--- src/rtl/cv32e40px_core_v_xif_pkg.sv ---
// Shared XIF issue-tracker types: table entry layout, default sizing and register mask helper.
// CV32E40PX_X_DUALREAD_EN adds a dualwrite flag to each entry for rd/rd|1 pair tracking.
package cv32e40px_core_v_xif_pkg;

  localparam int unsigned X_ID_WIDTH        = 4;
  localparam int unsigned X_MAX_OUTSTANDING = 4;

  typedef struct packed {
    logic       valid;
    logic [4:0] rd;
    logic       writeback;
`ifdef CV32E40PX_X_DUALREAD_EN
    logic       dualwrite;
`endif
  } x_entry_t;

  // One-hot mask of a register (plus its odd pair partner); x0 is never tracked.
  function automatic logic [31:0] reg_mask(input logic [4:0] r, input logic pair);
    logic [31:0] m;
    m = 32'd1 << r;
    if (pair) m[{r[4:1], 1'b1}] = 1'b1;
    m[0] = 1'b0;
    return m;
  endfunction

endpackage

--- src/rtl/cv32e40px_x_pend_cnt.sv ---
// Array of 32 saturating pending-writer counters: one increment mask and two decrement masks
// (result retire, commit kill) per cycle, with combinational nonzero/one/saturated lookups.
module cv32e40px_x_pend_cnt #(
  parameter int unsigned CNT_W = 2
) (
  input  logic        clk_i,
  input  logic        rst_ni,
  input  logic [31:0] inc_i,
  input  logic [31:0] dec_res_i,
  input  logic [31:0] dec_kill_i,
  output logic [31:0] nonzero_o,
  output logic [31:0] one_o,
  output logic [31:0] sat_o
);

  localparam int CNT_MAX = (1 << CNT_W) - 1;

  logic [CNT_W-1:0] cnt_q [32];
  logic [CNT_W-1:0] cnt_d [32];
  logic [31:0]      underflow;

  function automatic logic [CNT_W-1:0] sat_step(input logic [CNT_W-1:0] c, input logic inc,
                                                input logic [1:0] dec);
    int net;
    net = int'(c) + int'(inc) - int'(dec);
    if (net < 0) return '0;
    else if (net > CNT_MAX) return '1;
    else return CNT_W'(net);
  endfunction

  always_comb begin
    underflow = '0;
    for (int i = 0; i < 32; i++) begin
      cnt_d[i]     = sat_step(cnt_q[i], inc_i[i], {1'b0, dec_res_i[i]} + {1'b0, dec_kill_i[i]});
      underflow[i] = (cnt_q[i] == '0) & (dec_res_i[i] | dec_kill_i[i]) & ~inc_i[i];
      nonzero_o[i] = |cnt_q[i];
      one_o[i]     = (cnt_q[i] == CNT_W'(1));
      sat_o[i]     = &cnt_q[i];
    end
  end

  always_ff @(posedge clk_i or negedge rst_ni) begin
    if (!rst_ni) begin
      for (int i = 0; i < 32; i++) cnt_q[i] <= '0;
    end else begin
      for (int i = 0; i < 32; i++) cnt_q[i] <= cnt_d[i];
    end
  end

`ifndef SYNTHESIS
  // A decrement hitting an idle counter must leave it at zero.
  hold_zero_a: assert property (@(posedge clk_i) disable iff (!rst_ni)
    (|underflow) |=> ((nonzero_o & $past(underflow)) == '0));
`endif

endmodule

--- src/rtl/cv32e40px_x_issue_tracker.sv ---
// Multi-outstanding CORE-V-XIF dispatcher: ID table, per-register pending writers, commit-kill,
// result backpressure and memory-transaction counting. CV32E40PX_X_DUALREAD_EN enables pair tracking.
module cv32e40px_x_issue_tracker
  import cv32e40px_core_v_xif_pkg::*;
#(
  parameter int unsigned ID_WIDTH        = X_ID_WIDTH,
  parameter int unsigned MAX_OUTSTANDING = X_MAX_OUTSTANDING,
  parameter int unsigned PEND_CNT_W      = 2,
  parameter int unsigned MEM_CNT_W       = 4
) (
  input  logic                clk_i,
  input  logic                rst_ni,
  input  logic                issue_req_i,
  input  logic [4:0]          issue_rd_i,
  input  logic [2:0][4:0]     issue_rs_addr_i,
  input  logic [2:0]          issue_regs_used_i,
  input  logic                id_ready_i,
  input  logic                kill_i,
  output logic                x_issue_valid_o,
  input  logic                x_issue_ready_i,
  output logic [ID_WIDTH-1:0] x_issue_req_id_o,
  input  logic                x_issue_resp_accept_i,
  input  logic                x_issue_resp_writeback_i,
  input  logic                x_issue_resp_dualread_i,
  input  logic                x_issue_resp_loadstore_i,
  output logic                x_commit_valid_o,
  output logic [ID_WIDTH-1:0] x_commit_id_o,
  output logic                x_commit_kill_o,
  input  logic                x_result_valid_i,
  output logic                x_result_ready_o,
  input  logic [ID_WIDTH-1:0] x_result_id_i,
  input  logic [4:0]          x_result_rd_i,
  input  logic                x_result_we_i,
  input  logic                wb_free_i,
  input  logic                x_mem_valid_i,
  output logic                x_mem_ready_o,
  input  logic                ex_ready_i,
  input  logic                data_req_dec_i,
  output logic                stall_o,
  output logic                illegal_o,
  output logic [ID_WIDTH:0]   outstanding_o
);

  localparam int unsigned         NENT    = 2 ** ID_WIDTH;
  localparam logic [ID_WIDTH:0]   MAX_OUT = (ID_WIDTH+1)'(MAX_OUTSTANDING);

  x_entry_t             table_q [NENT];
  x_entry_t             table_d [NENT];
  logic [ID_WIDTH-1:0]  id_q, id_d, commit_id_q;
  logic                 commit_valid_q, offloaded_q, offloaded_d;
  logic [ID_WIDTH:0]    outst_q, outst_d;
  logic [MEM_CNT_W-1:0] mem_cnt_q, mem_cnt_d;

  x_entry_t    res_entry, kill_entry;
  logic        res_retire, kill_free, issue_hs, issue_acc;
  logic        table_full, dep, rd_sat, mem_sat, mem_inc, mem_dec;
  logic        pair_rd, res_pair, kill_pair;
  logic [31:0] rs_mask, res_mask, kill_mask, inc_mask;
  logic [31:0] pend_nz, pend_one, pend_sat;
  logic        unused_res_rd;

  assign unused_res_rd = ^x_result_rd_i;
  assign res_entry     = table_q[x_result_id_i];
  assign kill_entry    = table_q[commit_id_q];

`ifdef CV32E40PX_X_DUALREAD_EN
  assign pair_rd   = x_issue_resp_dualread_i;
  assign res_pair  = res_entry.dualwrite;
  assign kill_pair = kill_entry.dualwrite;
`else
  logic unused_dualread;
  assign unused_dualread = x_issue_resp_dualread_i;
  assign pair_rd   = 1'b0;
  assign res_pair  = 1'b0;
  assign kill_pair = 1'b0;
`endif

  // A result that races a kill of the same ID is dropped so the entry is freed only once.
  always_comb begin
    kill_free  = commit_valid_q & kill_i & kill_entry.valid;
    res_retire = x_result_valid_i & wb_free_i & res_entry.valid &
                 ~(kill_free & (x_result_id_i == commit_id_q));
    res_mask   = (res_retire & res_entry.writeback & x_result_we_i) ?
                 reg_mask(res_entry.rd, res_pair) : '0;
    kill_mask  = (kill_free & kill_entry.writeback) ? reg_mask(kill_entry.rd, kill_pair) : '0;
    rs_mask    = '0;
    for (int i = 0; i < 3; i++) begin
      if (issue_regs_used_i[i]) rs_mask |= reg_mask(issue_rs_addr_i[i], pair_rd);
    end
    table_full = table_q[id_q].valid | (outst_q == MAX_OUT);
    dep        = |(rs_mask & pend_nz & ~(res_mask & pend_one));
    rd_sat     = |(reg_mask(issue_rd_i, pair_rd) & pend_sat);
    mem_sat    = (&mem_cnt_q) & x_issue_resp_loadstore_i;
    x_issue_valid_o = issue_req_i & ~offloaded_q & ~kill_i & ~table_full & ~dep & ~rd_sat &
                      ~mem_sat;
    issue_hs   = x_issue_valid_o & x_issue_ready_i;
    issue_acc  = issue_hs & x_issue_resp_accept_i;
    inc_mask   = (issue_acc & x_issue_resp_writeback_i) ? reg_mask(issue_rd_i, pair_rd) : '0;
  end

  always_comb begin
    table_d = table_q;
    if (res_retire) table_d[x_result_id_i].valid = 1'b0;
    if (kill_free)  table_d[commit_id_q].valid = 1'b0;
    if (issue_acc) begin
      table_d[id_q].valid     = 1'b1;
      table_d[id_q].rd        = issue_rd_i;
      table_d[id_q].writeback = x_issue_resp_writeback_i;
`ifdef CV32E40PX_X_DUALREAD_EN
      table_d[id_q].dualwrite = x_issue_resp_dualread_i;
`endif
    end
    id_d        = issue_acc ? id_q + 1'b1 : id_q;
    // ID advancing always retires the offloaded marker, even in the issuing cycle.
    offloaded_d = id_ready_i ? 1'b0 : (offloaded_q | issue_acc);
    outst_d     = outst_q + (ID_WIDTH+1)'(issue_acc) - (ID_WIDTH+1)'(res_retire) -
                  (ID_WIDTH+1)'(kill_free);
    mem_inc     = issue_acc & x_issue_resp_loadstore_i;
    mem_dec     = x_mem_valid_i & ex_ready_i & (mem_cnt_q != '0);
    mem_cnt_d   = mem_cnt_q;
    if (mem_inc & ~mem_dec)      mem_cnt_d = mem_cnt_q + 1'b1;
    else if (mem_dec & ~mem_inc) mem_cnt_d = mem_cnt_q - 1'b1;
  end

  cv32e40px_x_pend_cnt #(
    .CNT_W (PEND_CNT_W)
  ) u_pend_cnt (
    .clk_i      (clk_i),
    .rst_ni     (rst_ni),
    .inc_i      (inc_mask),
    .dec_res_i  (res_mask),
    .dec_kill_i (kill_mask),
    .nonzero_o  (pend_nz),
    .one_o      (pend_one),
    .sat_o      (pend_sat)
  );

  always_ff @(posedge clk_i or negedge rst_ni) begin
    if (!rst_ni) begin
      for (int i = 0; i < NENT; i++) table_q[i] <= '0;
      id_q           <= '0;
      commit_id_q    <= '0;
      commit_valid_q <= 1'b0;
      offloaded_q    <= 1'b0;
      outst_q        <= '0;
      mem_cnt_q      <= '0;
    end else begin
      table_q        <= table_d;
      id_q           <= id_d;
      commit_id_q    <= id_q;
      commit_valid_q <= issue_acc;
      offloaded_q    <= offloaded_d;
      outst_q        <= outst_d;
      mem_cnt_q      <= mem_cnt_d;
    end
  end

  assign x_issue_req_id_o = id_q;
  assign x_commit_valid_o = commit_valid_q;
  assign x_commit_id_o    = commit_id_q;
  assign x_commit_kill_o  = commit_valid_q & kill_i;
  assign x_result_ready_o = wb_free_i;
  assign x_mem_ready_o    = ex_ready_i;
  assign illegal_o        = issue_hs & ~x_issue_resp_accept_i;
  assign stall_o          = (issue_req_i & ~offloaded_q & ~issue_acc) |
                            (data_req_dec_i & (mem_cnt_q != '0));
  assign outstanding_o    = outst_q;

endmodule

--- config.mk ---
export PLATFORM = sky130hd
export DESIGN_NAME = cv32e40px_x_issue_tracker
export DESIGN_NICKNAME = d
export VERILOG_FILES = /design/src/rtl/cv32e40px_core_v_xif_pkg.sv /design/src/rtl/cv32e40px_x_pend_cnt.sv /design/src/rtl/cv32e40px_x_issue_tracker.sv
export SDC_FILE = /design/constraint.sdc
export NUM_CORES = 1
export LEC_CHECK = 0
export ABC_AREA = 0
export CAP_MARGIN = 40
export CORE_MARGIN = 10
export CORE_UTILIZATION = 35
export CTS_CLUSTER_DIAMETER = 30
export CTS_CLUSTER_SIZE = 25
export DETAILED_ROUTE_END_ITERATION = 10
export HOLD_SLACK_MARGIN = 0.02
export PLACE_DENSITY = 0.48
export SLEW_MARGIN = 20
export SYNTH_ARGS = -nofsm -noshare
export SYNTH_HDL_FRONTEND = slang
export SYNTH_SLANG_ARGS = --single-unit
--- constraint.sdc ---
create_clock -name clk_i -period 15.7 [get_ports clk_i]
set_input_delay 3.14 -clock clk_i [delete_from_list [all_inputs] [get_ports clk_i]]
set_output_delay 3.14 -clock clk_i [all_outputs]
set_load 0.02 [all_outputs]
* After elaboration in Yosys (flattened, before gate mapping) *
Index checks and enable logic that the tools add are counted.

cells by class
  $add $sub $neg = 102
  multipliers = 0
  div/mod/pow operators = 0
  magnitude comparators = 70
  equality and inequality tests = 34
  shift operators = 6
  muxes and demuxes = 102
  bitwise gates (word level) = 51
  reduce and logical (&&, ||, !) cells = 72

operators with widths
  cell                    number
  $gt A32 B3 Y1 const B   32
  $lt A32 B1 Y1 const B   32
  $sub A32 B3 Y32         32
  $bwmux W112             5
  $mux W112               3
  $mux W32                8
  $shl A1 B5 Y32 const A  6
  $demux W7 S4            5
  $and A32 B32 Y32        4
  $mux W2                 64
  $add A2 B1 Y3           32
  $bmux W7 S4             3
  $add A1 B1 Y2           32
  $eq A2 B1 Y1 const B    32
  $or A32 B32 Y32         2
  $reduce_and A2 Y1       32
  $reduce_or A2 Y1        32
  $reduce_or A32 Y1       2
  $mux W7                 9
  $not A32 Y32            1
  $and A1 B1 Y1           27
  $ge A5 B5 Y1 const B    3
  $lt A5 B1 Y1 const B    3
  $not A4 Y5              3
  15 further kinds        33

storage, ports and cells
  flip-flop bits (word level) = 195
  latch bits = 0
  RAM bits = 0
  memory bits (read-only) = 0
  input bits = 48
  output and inout bits = 20
  word-level logic and storage cells = 523
  memories = 0

* Depth between registers and ports, before layout *
Gate-level depths: netlist (run 1).

  depth after elaboration = 28
  depth in mapped cells = 26
  gate-level depth less buffers = 19

* Modules after synthesis *
Synthesis (run 1) repeated with hierarchy kept, for this count alone.

second synthesis, totals
  cells, all modules = 1612
  area total of the unflattened synthesis = 16274.4 sq um

modules (own cells, without submodules)
  module                     instances  cells an instance  area an instance (sq um)  sequential area each (sq um)
  cv32e40px_x_issue_tracker  1          983                10196.0                   3278.1
  cv32e40px_x_pend_cnt       1          629                6078.3                    1601.5

* Worst setup path before layout (run 1) *
Ideal clock, no wire load.

  path kind = input to output
  from = in x_result_id_i[0]
  to = out illegal_o
  arrival time = 6.962 ns
  data required time = 12.560 ns
  slack = 5.598 ns
  stages = 15
  buffers on the path = 6
  path through = buf_2 > buf_4 > mux4_2 > a22o_1 > nor2_1 > o21ai_1 > clkbuf_1 > nor4_1 > o22ai_1 > or4_1 > buf_2 > or3_1 > clkbuf_1 > clkbuf_1 > nor3b_1

between the ends
  cells in the longest elaborated chain, start to end = 19

ends and longest elaborated chain
  item                                         RTL line                          RTL
  start: declaration                           cv32e40px_x_issue_tracker.sv:31   input logic [ID_WIDTH-1:0] x_result_id_i,
  $not A4 Y5 (not written as such)             cv32e40px_x_issue_tracker.sv:63   assign res_entry = table_q[x_result_id_i];
  $bmux W7 S4                                  cv32e40px_x_issue_tracker.sv:63
  $mux W7 (not written as such) (2 in series)  cv32e40px_x_issue_tracker.sv:63
  $and A1 B1 Y1 (2 in series)                  cv32e40px_x_issue_tracker.sv:81   res_retire = x_result_valid_i & wb_free_i & res_entry.valid &
  $and A1 B1 Y1 (2 in series)                  cv32e40px_x_issue_tracker.sv:83   res_mask = (res_retire & res_entry.writeback & x_result_we_i) ?
  $mux W32 (*)                                 cv32e40px_x_issue_tracker.sv:83
  $and A32 B32 Y32 (*)                         cv32e40px_x_issue_tracker.sv:91   dep = |(rs_mask & pend_nz & ~(res_mask & pend_one));
  $not A32 Y32 (*)                             cv32e40px_x_issue_tracker.sv:91
  $and A32 B32 Y32 (*)                         cv32e40px_x_issue_tracker.sv:91
  $reduce_or A32 Y1 (*)                        cv32e40px_x_issue_tracker.sv:91
  $not A1 Y1 (*)                               cv32e40px_x_issue_tracker.sv:94   x_issue_valid_o = issue_req_i & ~offloaded_q & ~kill_i & ~table_full & ~dep & ~rd_sat &
  $and A1 B1 Y1 (*) (3 in series)              cv32e40px_x_issue_tracker.sv:94
  $and A1 B1 Y1 (*)                            cv32e40px_x_issue_tracker.sv:96   issue_hs = x_issue_valid_o & x_issue_ready_i;
  $and A1 B1 Y1 (*)                            cv32e40px_x_issue_tracker.sv:164  assign illegal_o = issue_hs & ~x_issue_resp_accept_i;
  end: declaration                             cv32e40px_x_issue_tracker.sv:40   output logic illegal_o,

Every way passes the cells marked *; elsewhere a longest branch is shown, timed or not. The select of a mux whose other input is x is not followed.

* Worst setup path after layout (run 1) *
  from = in x_result_id_i[2]
  to = out stall_o

between the ends
  cells in the longest elaborated chain, start to end = 22

ends and longest elaborated chain
  item                                         RTL line                          RTL
  $not A4 Y5 (not written as such)             cv32e40px_x_issue_tracker.sv:63
  $bmux W7 S4                                  cv32e40px_x_issue_tracker.sv:63
  $mux W7 (not written as such) (2 in series)  cv32e40px_x_issue_tracker.sv:63
  $and A1 B1 Y1 (2 in series)                  cv32e40px_x_issue_tracker.sv:81
  $and A1 B1 Y1 (2 in series)                  cv32e40px_x_issue_tracker.sv:83
  $mux W32 (*)                                 cv32e40px_x_issue_tracker.sv:83
  $and A32 B32 Y32 (*)                         cv32e40px_x_issue_tracker.sv:91
  $not A32 Y32 (*)                             cv32e40px_x_issue_tracker.sv:91
  [2 not listed]                               --
  $not A1 Y1 (*)                               cv32e40px_x_issue_tracker.sv:94
  $and A1 B1 Y1 (*) (3 in series)              cv32e40px_x_issue_tracker.sv:94
  $and A1 B1 Y1 (*)                            cv32e40px_x_issue_tracker.sv:96
  $and A1 B1 Y1 (*)                            cv32e40px_x_issue_tracker.sv:97   issue_acc = issue_hs & x_issue_resp_accept_i;
  net issue_acc                                cv32e40px_x_issue_tracker.sv:55   logic res_retire, kill_free, issue_hs, issue_acc;
  $not A1 Y1 (*)                               cv32e40px_x_issue_tracker.sv:165  assign stall_o = (issue_req_i & ~offloaded_q & ~issue_acc) |
  $and A1 B1 Y1 (*)                            cv32e40px_x_issue_tracker.sv:165
  $or A1 B1 Y1 (*)                             cv32e40px_x_issue_tracker.sv:165
  end: declaration                             cv32e40px_x_issue_tracker.sv:39   output logic stall_o,

Mark *: on every way through the listed nets, which the timed path passes. The rest lies on a longest branch. The select of a mux whose other input is x is not followed.

==> run metrics, run 1 <==
status complete, no violations; part of the power in registers 38.0%; net switching share of the total power 36.4%; maximum ir drop on the vdd rail 73.3 µV; vias in the first global route 13600; drt drc 0; total of warnings raised by yosys 0; clock group share of total power 29.2%; pin count of the biggest net entering global routing 67; die area 56700 µm²; Crit Path Max Fanout 16; number of enable flip-flop cells after synthesis 0; Slew headroom 38.6%; Row Count 79; Iter 0 DRT Violations 1343; global route total overflow 0; biggest area consumer among synthesized cells sky130_fd_sc_hd__dfrtp_1; Post-DRT Antenna Nets 0; mean post-synth cell area 9.90 µm²; setup TNS 0 ns; Main synth FF type sky130_fd_sc_hd__dfrtp_1; vertical die dimension 238 µm; most common cell in the netlist sky130_fd_sc_hd__inv_1; final critical-path share of the clock period 74.7%; placed cell count 2285; final design utilization 39.6%; type of the setup path with the least slack input port to primary output; total power of the final layout 1.72 mW; max-capacitance violation count 0; total via count after detailed routing 13300; estimated wirelength of the detail-placed design 38900 µm; sequential-to-total area share from yosys stat 29.0%; clock tree root buffer cell sky130_fd_sc_hd__clkbuf_16; highest attainable clock frequency 85.3 MHz; Diodes inserted 0; number of iterations in the first detailed-routing pass 5; combinational cell fraction of total power 32.8%; synthesis-to-finish area growth 11.4%; hold path depth 1; die width 238 µm; Port Buffers 61; synthesized cell area 16600 µm²; Req. time, crit path 12.56 ns; gr usage total 19.0%; TritonCTS clock tree built; Worst Setup End Kind primary output; count of nets after finishing 1979; number of pins exceeding their max-slew limit in the final report 0; nets in the synthesized netlist 1961; Filler Cell Count 4598; Worst Hold Class register to register; number of distinct library cells after synthesis 72; switching pwr 0.626 mW; post-layout min period 11.73 ns; count of placed standard cells in the final layout, fillers left out 2319; share of layout cells above drive strength 1 10.5%; clock transition at the registers of the reported paths 0.08 ns; number of antenna violations at the first check in global routing 0; core footprint 46800 µm²; final wirelength 53500 µm; count of boundary I/O pins 68; worst hold-check slack 0.501 ns; Gates resized, CTS repair 0; maximum buffer depth of the clock tree 2; type of element launching the critical path input port; mean routed wirelength per cell 23.1 µm; unrepaired setup endpoints after global routing false; top-area cell type share of the netlist area 29.0%; Clock Skew 0.0156 ns; leading cell types by total area after synthesis sky130_fd_sc_hd__dfrtp_1 (29%), sky130_fd_sc_hd__ha_1 (13%), sky130_fd_sc_hd__mux4_2 (8.7%); number of hold buffers added after cts 0; count of state elements after synthesis 193; total power per unit cell area 92.8 nW/µm²; register area 4830 µm²; area of the multi-input gates 10300 µm²; number of buffers inserted during clock tree synthesis 17; global-route wire length before repair 82800 µm; via density per instance 5.72; Post-synth top cells sky130_fd_sc_hd__inv_1 (291), sky130_fd_sc_hd__dfrtp_1 (193), sky130_fd_sc_hd__ha_1 (168); # H-tree levels 4; Hold Violations, Final 0; Static Leak 8.09 nW; number of cells on the worst reg-to-reg path 21; insertion delay of the later-clocked pin in the worst-skew pair 0.47 ns; actual transition at the worst max-transition pin 0.898 ns; post-CTS repair timing setup buffer count 0; number of clock sinks seen by CTS 193; fraction of registers with async set/reset 100%; Final Wtd Congestion 0.962; internal power 1.09 mW; data arrival time at the worst-slack endpoint 8.59 ns; initial cell density of the core 35.6%; instance count of the mapped netlist 1681; Finish-stage setup viols 0
per-layer routing:
layer	track usage, %	share of wire, %	up-vias
li1	-	-	6011
met1	25.2	44	6705
met2	31.8	48	489
met3	2.74	5.5	68
met4	5.20	2.2	0
met5	0	0	-
power by group through the flow:
| stage | sequential [mW] | clock, mW | combinational (mW) |
|---|---|---|---|
| 2_1_floorplan | 0.648 | 0 | 0.367 |
| 3_3_place_gp | 0.658 | 0 | 0.560 |
| 3_5_place_dp | 0.661 | 0 | 0.564 |
| 4_1_cts | 0.652 | 0.515 | 0.567 |
| 5_1_grt | 0.663 | 0.530 | 0.609 |
| 6_report | 0.653 | 0.502 | 0.565 |
critical path, stage by stage:
cell                              delay, ns
sky130_fd_sc_hd__clkdlybuf4s50_1       0.74
sky130_fd_sc_hd__nor2b_1               0.55
sky130_fd_sc_hd__buf_4                 0.26
sky130_fd_sc_hd__nand2_1               0.08
sky130_fd_sc_hd__nand4_1               0.21
sky130_fd_sc_hd__nand3_1               0.63
sky130_fd_sc_hd__or2_1                 0.49
sky130_fd_sc_hd__o31ai_1               0.32
sky130_fd_sc_hd__nand4_1               0.60
sky130_fd_sc_hd__or3_1                 0.57
sky130_fd_sc_hd__nor2_2                0.34
sky130_fd_sc_hd__o21ai_1               0.10
sky130_fd_sc_hd__clkdlybuf4s50_1       0.55
final cells by class:
class                   count  share of cell area (%)
multi-input cells        1105                    55.8
flip-flops and latches    193                    26.1
inverters                 294                    5.95
repair buffers             88                    4.58
well taps                 607                    4.10
clock buffers              20                    2.52
clock inverters            12                    1.03
cell families after synthesis:
family                   synth area share, %
flip-flops                              29.0
XOR/XNOR                               0.737
AND/OR/NAND/NOR                         14.5
buffers and inverters                   8.90
adder cells (fa/ha/maj)                 20.3
multiplexers                            16.4
AO/OA/AOI/OAI                           10.1
registers in the layout (all words and copies together) (netlist names):
signal,count
outstanding_o,5
offloaded_q,1
table_q,112
x_commit_valid_o,1
x_commit_id_o,4
mem_cnt_q,4
x_issue_req_id_o,4
u_pend_cnt.cnt_q,62
through the flow:
stage | instance area, µm² | setup WS [ns]
3_3_place_gp | 17800 | 3.61
4_1_cts | 18500 | 3.70
2_1_floorplan | 16600 | 5.60
5_1_grt | 18500 | 3.76
6_report | 18500 | 3.97
3_5_place_dp | 17900 | 3.74
worst paths after layout:
path / endpoint / from / slack (ns)
min in group asynchronous: u_pend_cnt.cnt_q[11]$_DFF_PN0_ / rst_ni / 2.67
max reg2reg: u_pend_cnt.cnt_q[0]$_DFF_PN0_ / x_commit_id_o[1]$_DFF_PN0_ / 8.83
min reg2reg: offloaded_q$_DFF_PN0_ / offloaded_q$_DFF_PN0_ / 0.50
max: stall_o / x_result_id_i[2] / 3.97
max in group asynchronous: table_q[33]$_DFFE_PN0P_ / rst_ni / 11.17
min: offloaded_q$_DFF_PN0_ / offloaded_q$_DFF_PN0_ / 0.50
cell usage in the layout (no fill, tap or decap), types with 57 or more instances in the layout:
cell / n
sky130_fd_sc_hd__clkdlybuf4s50_1: 57
sky130_fd_sc_hd__nand2_1: 66
sky130_fd_sc_hd__inv_1: 291
sky130_fd_sc_hd__nor2_1: 112
sky130_fd_sc_hd__nand3_1: 67
sky130_fd_sc_hd__ha_1: 168
sky130_fd_sc_hd__fa_1: 64
sky130_fd_sc_hd__dfrtp_1: 192
sky130_fd_sc_hd__mux4_2: 64
sky130_fd_sc_hd__mux2_1: 76
sky130_fd_sc_hd__a31oi_1: 66
Note: power is estimated with default switching activity, not from simulation.
==> inputs of run 2 (changes only) <==
==> constraint.sdc (replaced) <==
create_clock -name clk_i -period 11.9 [get_ports clk_i]
set_input_delay 2.38 -clock clk_i [delete_from_list [all_inputs] [get_ports clk_i]]
set_output_delay 2.38 -clock clk_i [all_outputs]
set_load 0.02 [all_outputs]
==> run 2 against run 1 <==
  * Sequential share of layout area about the same
  * Clock power up 27%
  * Critical path depth up 1
  * Total power up 30%
  * Wire length up 0.33%
  * Setup slack worse by 2.0 ns
  * Worst hold slack worse by 0.0075 ns
  * Critical path type unchanged
  * Largest power group unchanged
  * Highest routed layer unchanged
==> run metrics, run 2 (synthesis gave the netlist of run 1 again) <==
data arrival time at the worst-slack endpoint 7.56 ns; total via count after detailed routing 13300; GR Util met3 3.37%; type of the setup path with the least slack input port to primary output; Largest register FFs 112; Worst Setup End Kind primary output; worst hold-check slack 0.493 ns; GRT Max-Usage Layer met2; Static Leak 8.10 nW; global route total overflow 0; stage delay of the slowest cell on the critical path 0.64 ns; vertical die dimension 238 µm; met2 demand-to-capacity share in global routing 31.7%; max-capacitance violation count 0; synthesis-to-finish area growth 11.5%; Worst Hold Class register to register; area of the multi-input gates 10300 µm²; status complete, no violations; Filler Cell Count 4607; number of clock sinks seen by CTS 193; Finish-stage setup viols 0; Port Buffers 61; Post-DRT Antenna Nets 0; total power per unit cell area 121 nW/µm²; gr usage total 19.2%; top library cells by usage in the layout, fill and taps aside sky130_fd_sc_hd__inv_1 (291), sky130_fd_sc_hd__dfrtp_1 (192), sky130_fd_sc_hd__ha_1 (168); total power of the final layout 2.24 mW; clock tree root buffer cell sky130_fd_sc_hd__clkbuf_16; core footprint 46800 µm²; hold path depth 1; highest attainable clock frequency 101 MHz; setup TNS 0 ns; number of gates on the worst path with buffers counted 14; Gates resized, CTS repair 0; count of boundary I/O pins 68; maximum buffer depth of the clock tree 2; count of nets after finishing 1986; post-layout min period 9.94 ns; number of iterations in the first detailed-routing pass 5; initial cell density of the core 35.6%; Row Count 79; crit-path cells buf_2, buf_4, mux4_2, nand2_1, and4_1, nand4_1, or2_1, nor3_1, o221a_1, nand4_1, buf_4, or3_1, nor3b_1, clkdlybuf4s50_1; maximum ir drop on the vdd rail 148 µV; number of cells on the worst reg-to-reg path 21; estimated wirelength of the detail-placed design 39700 µm; mean routed wirelength per cell 23.1 µm; die width 238 µm; leading cell type in the layout, fill and taps excluded sky130_fd_sc_hd__inv_1; number of antenna violations at the first check in global routing 0; met1 Use GR 25.0%; drt drc 0; pin count of the biggest net entering global routing 64; Iter 0 DRT Violations 1066; library cell contributing the largest single delay on the critical path sky130_fd_sc_hd__clkdlybuf4s50_1; Crit Path Max Fanout 34; global-route wire length before repair 83400 µm; vias in the first global route 13600; crit-path leading delay family simple AND/OR/NAND/NOR gates; insertion delay of the later-clocked pin in the worst-skew pair 0.47 ns; actual transition at the worst max-transition pin 0.815 ns; share of layout cells above drive strength 1 10.8%; # H-tree levels 4; clock transition at the registers of the reported paths 0.09 ns; number of hold buffers added after cts 0; Req. time, crit path 9.52 ns; unrepaired setup endpoints after global routing false; area after detailed placement 17900 µm²; register area 4830 µm²; post-CTS repair timing setup buffer count 0; TritonCTS clock tree built; Hold Violations, Final 0; Slew headroom 45.5%; type of element launching the critical path input port; number of pins exceeding their max-slew limit in the final report 0; die area 56700 µm²; Final Wtd Congestion 0.933; Clock Skew 0.0155 ns; final critical-path share of the clock period 83.5%; largest register by flop count table_q; via density per instance 5.70; post-layout instance area 18600 µm²; number of buffers inserted during clock tree synthesis 17; final wirelength 53600 µm; Buf+Inv Stages, Crit Path 4
## run 2: changes by cell type in the layout (fill, tap and decap cells not counted), sizes merged, moves of 2 or more
cell    previous run  this run
buf               30        36
clkinv             6        10
bufinv             3         1
clkbuf            21        18
## run 2: path summary, 6_finish.rpt
kind | from | endpoint | slack, ns
setup / recovery | x_result_id_i[0] | illegal_o | 1.96
hold / removal | mem_cnt_q[3]$_DFFE_PN0P_ | mem_cnt_q[3]$_DFFE_PN0P_ | 0.49
setup reg to reg | x_commit_id_o[3]$_DFF_PN0_ | u_pend_cnt.cnt_q[1]$_DFF_PN0_ | 5.26
hold reg to reg | mem_cnt_q[3]$_DFFE_PN0P_ | mem_cnt_q[3]$_DFFE_PN0P_ | 0.49
max in group asynchronous | rst_ni | table_q[64]$_DFFE_PN0P_ | 8.05
min in group asynchronous | rst_ni | u_pend_cnt.cnt_q[7]$_DFF_PN0_ | 1.90
## run 2: area by class of cell
| cell class | instances | share of cell area (%) |
|---|---|---|
| Tap cell | 607 | 4.09 |
| Clock buffer | 17 | 2.29 |
| Antenna cell | 1 | 0.0135 |
| Clock inverter | 15 | 1.15 |
| Sequential cell | 193 | 26.0 |
| Multi-Input combinational cell | 1105 | 55.7 |
| Inverter | 294 | 5.95 |
| Timing Repair Buffer | 95 | 4.78 |
## run 2: layer usage
metal  part of all wire, %  wire length (µm)  up-vias
met4                   3.2              1700        0
met2                    47             25300      402
met5                     0                 0        -
met3                   5.1              2740       92
li1                      -                 -     6039
met1                    45             23900     6734
## run 2: power breakdown
| part | switching [mW] | leakage [nW] | internal, mW | total, mW |
|---|---|---|---|---|
| registers | 0.106 | 2.63 | 0.755 | 0.861 |
| clock network | 0.328 | 0.308 | 0.309 | 0.637 |
| logic | 0.413 | 5.16 | 0.332 | 0.744 |
| total | 0.847 | 8.10 | 1.40 | 2.24 |
## run 2: stage by stage
step	worst slack, ns	util, %	std cells
floorplan	3.32	-	1681
CTS	1.58	39.6	2322
global placement	1.69	38.1	2284
finish	1.96	39.7	2327
detailed placement	1.60	38.2	2290
global route	1.65	39.7	2326
==> inputs of run 3 (changes only) <==
==> constraint.sdc (replaced) <==
create_clock -name clk_i -period 9.4 [get_ports clk_i]
set_input_delay 1.88 -clock clk_i [delete_from_list [all_inputs] [get_ports clk_i]]
set_output_delay 1.88 -clock clk_i [all_outputs]
set_load 0.02 [all_outputs]
==> run 3 against run 2 <==
  * Die area is the same
  * Clock power grew 19%
  * Setup slack lost 1.2 ns
  * Clock-buffer cell count is the same
  * Highest routed layer unchanged
==> run metrics, run 3 (synthesis gave the netlist of run 1 again) <==
status complete, no violations; die width 238 µm; worst min-delay path endpoint offloaded_q$_DFF_PN0_; Worst R2R Setup Slack 3.04 ns; clock transition at the registers of the reported paths 0.08 ns; Hold Violations, Final 0; gr usage total 19.2%; total power per unit cell area 150 nW/µm²; final design utilization 39.8%; setup TNS 0 ns; Crit Path Max Fanout 16; synthesis-to-finish area growth 11.9%; Iter 0 DRT Violations 1257; final critical-path share of the clock period 91.8%; Static Leak 8.14 nW; net switching share of the total power 37.8%; pin count of the biggest net entering global routing 77; global-route wire length before repair 83500 µm; hold path depth 1; Final Wtd Congestion 0.945; die area 56700 µm²; global route total overflow 0; count of nets after finishing 1997; leading cell type in the layout, fill and taps excluded sky130_fd_sc_hd__inv_1; core footprint 46800 µm²; number of clock sinks seen by CTS 193; switching pwr 1.06 mW; clock tree root buffer cell sky130_fd_sc_hd__clkbuf_16; internal power 1.74 mW; combinational cell fraction of total power 33.8%; Worst Setup End Kind primary output; actual transition at the worst max-transition pin 0.771 ns; initial cell density of the core 35.6%; top library cells by usage in the layout, fill and taps aside sky130_fd_sc_hd__inv_1 (291), sky130_fd_sc_hd__dfrtp_1 (192), sky130_fd_sc_hd__ha_1 (168); TritonCTS clock tree built; post-layout min period 8.63 ns; Reg-to-Reg End u_pend_cnt.cnt_q[37]$_DFF_PN0_; number of cells on the worst reg-to-reg path 18; insertion delay of the later-clocked pin in the worst-skew pair 0.48 ns; Worst Hold Class register to register; Row Count 79; number of buffers inserted during clock tree synthesis 17; clock group share of total power 27.2%; type of element launching the critical path input port; max-capacitance violation count 0; drt drc 0; Largest register FFs 112; maximum buffer depth of the clock tree 2; via density per instance 5.71; number of hold buffers added after cts 0; Gates resized, CTS repair 0; highest attainable clock frequency 116 MHz; number of antenna violations at the first check in global routing 0; unrepaired setup endpoints after global routing false; launch instance of the worst min-delay path offloaded_q$_DFF_PN0_; largest register by flop count table_q; estimated wirelength of the detail-placed design 40400 µm; total via count after detailed routing 13300; Port Buffers 61; # H-tree levels 4; Clock Skew 0.0164 ns; type of the setup path with the least slack input port to primary output; vertical die dimension 238 µm; data arrival time at the worst-slack endpoint 6.75 ns; number of pins exceeding their max-slew limit in the final report 0; Req. time, crit path 7.52 ns; count of boundary I/O pins 68; final wirelength 53800 µm; number of iterations in the first detailed-routing pass 5; Finish-stage setup viols 0; post-CTS repair timing setup buffer count 0; Slew headroom 48.6%; maximum ir drop on the vdd rail 128 µV; mean routed wirelength per cell 23.0 µm; vias in the first global route 13700; Post-DRT Antenna Nets 0; critical register-to-register path startpoint x_commit_id_o[3]$_DFF_PN0_; part of the power in registers 39.0%; share of layout cells above drive strength 1 11.4%
-- run 3: final cells by class --
cell class | count | area (µm²)
clock buffer | 17 | 425
inverter | 294 | 1100
timing repair buffer | 106 | 993
tap | 607 | 759
multi-input combinational | 1105 | 10300
fill | 4598 | 28100
clock inverter | 15 | 171
antenna | 1 | 2.50
sequential | 193 | 4830
-- run 3: worst max path at each step --
stage,from,end,slack (ns),cells after the start
floorplan,x_result_id_i[0],illegal_o,1.82,15
global placement,x_result_id_i[0],illegal_o,0.84,13
detailed placement,x_result_id_i[0],illegal_o,0.76,13
CTS,x_result_id_i[0],illegal_o,0.75,13
global route,x_result_id_i[2],illegal_o,0.64,13
finish,x_result_id_i[2],illegal_o,0.77,13
-- run 3: layer usage --
metal	vias up	GRT usage (%)	share of wire, %
met5	-	0	0
met4	0	6.04	2.7
met2	474	31.9	47
met3	82	3.84	6.1
li1	6054	-	-
met1	6730	24.8	44
-- run 3: metrics by stage --
step / cell area, µm² / setup WS [ns] / hold WS (ns) / std cells / total power [mW]
finish: 18600 / 0.770 / 0.492 / 2338 / 2.79
detailed placement: 18000 / 0.759 / 0.479 / 2302 / 2.05
floorplan: 16600 / 1.82 / 0.449 / 1681 / 1.70
global route: 18600 / 0.635 / 0.507 / 2337 / 2.95
global placement: 17900 / 0.842 / 0.473 / 2297 / 2.03
CTS: 18600 / 0.745 / 0.498 / 2334 / 2.82
-- run 3: power by group through the flow --
stage | Sequential [mW] | Combinational [mW] | Clock (mW)
after global routing | 1.11 | 1.03 | 0.814
after CTS | 1.09 | 0.947 | 0.783
after detailed placement | 1.10 | 0.945 | 0
final | 1.09 | 0.944 | 0.760
after global placement | 1.10 | 0.932 | 0
after floorplan | 1.08 | 0.613 | 0
-- run 3: worst max-delay path, stage by stage --
cell                              delay (ns)
sky130_fd_sc_hd__clkdlybuf4s50_1        0.87
sky130_fd_sc_hd__nor2b_1                0.41
sky130_fd_sc_hd__buf_4                  0.24
sky130_fd_sc_hd__nand2_1                0.08
sky130_fd_sc_hd__nand4_1                0.16
sky130_fd_sc_hd__nand4_1                0.47
sky130_fd_sc_hd__or2_1                  0.53
sky130_fd_sc_hd__o221ai_1               0.28
sky130_fd_sc_hd__o221a_1                0.25
sky130_fd_sc_hd__nand4_1                0.20
sky130_fd_sc_hd__or3_1                  0.50
sky130_fd_sc_hd__nor3b_1                0.20
sky130_fd_sc_hd__clkdlybuf4s50_1        0.64
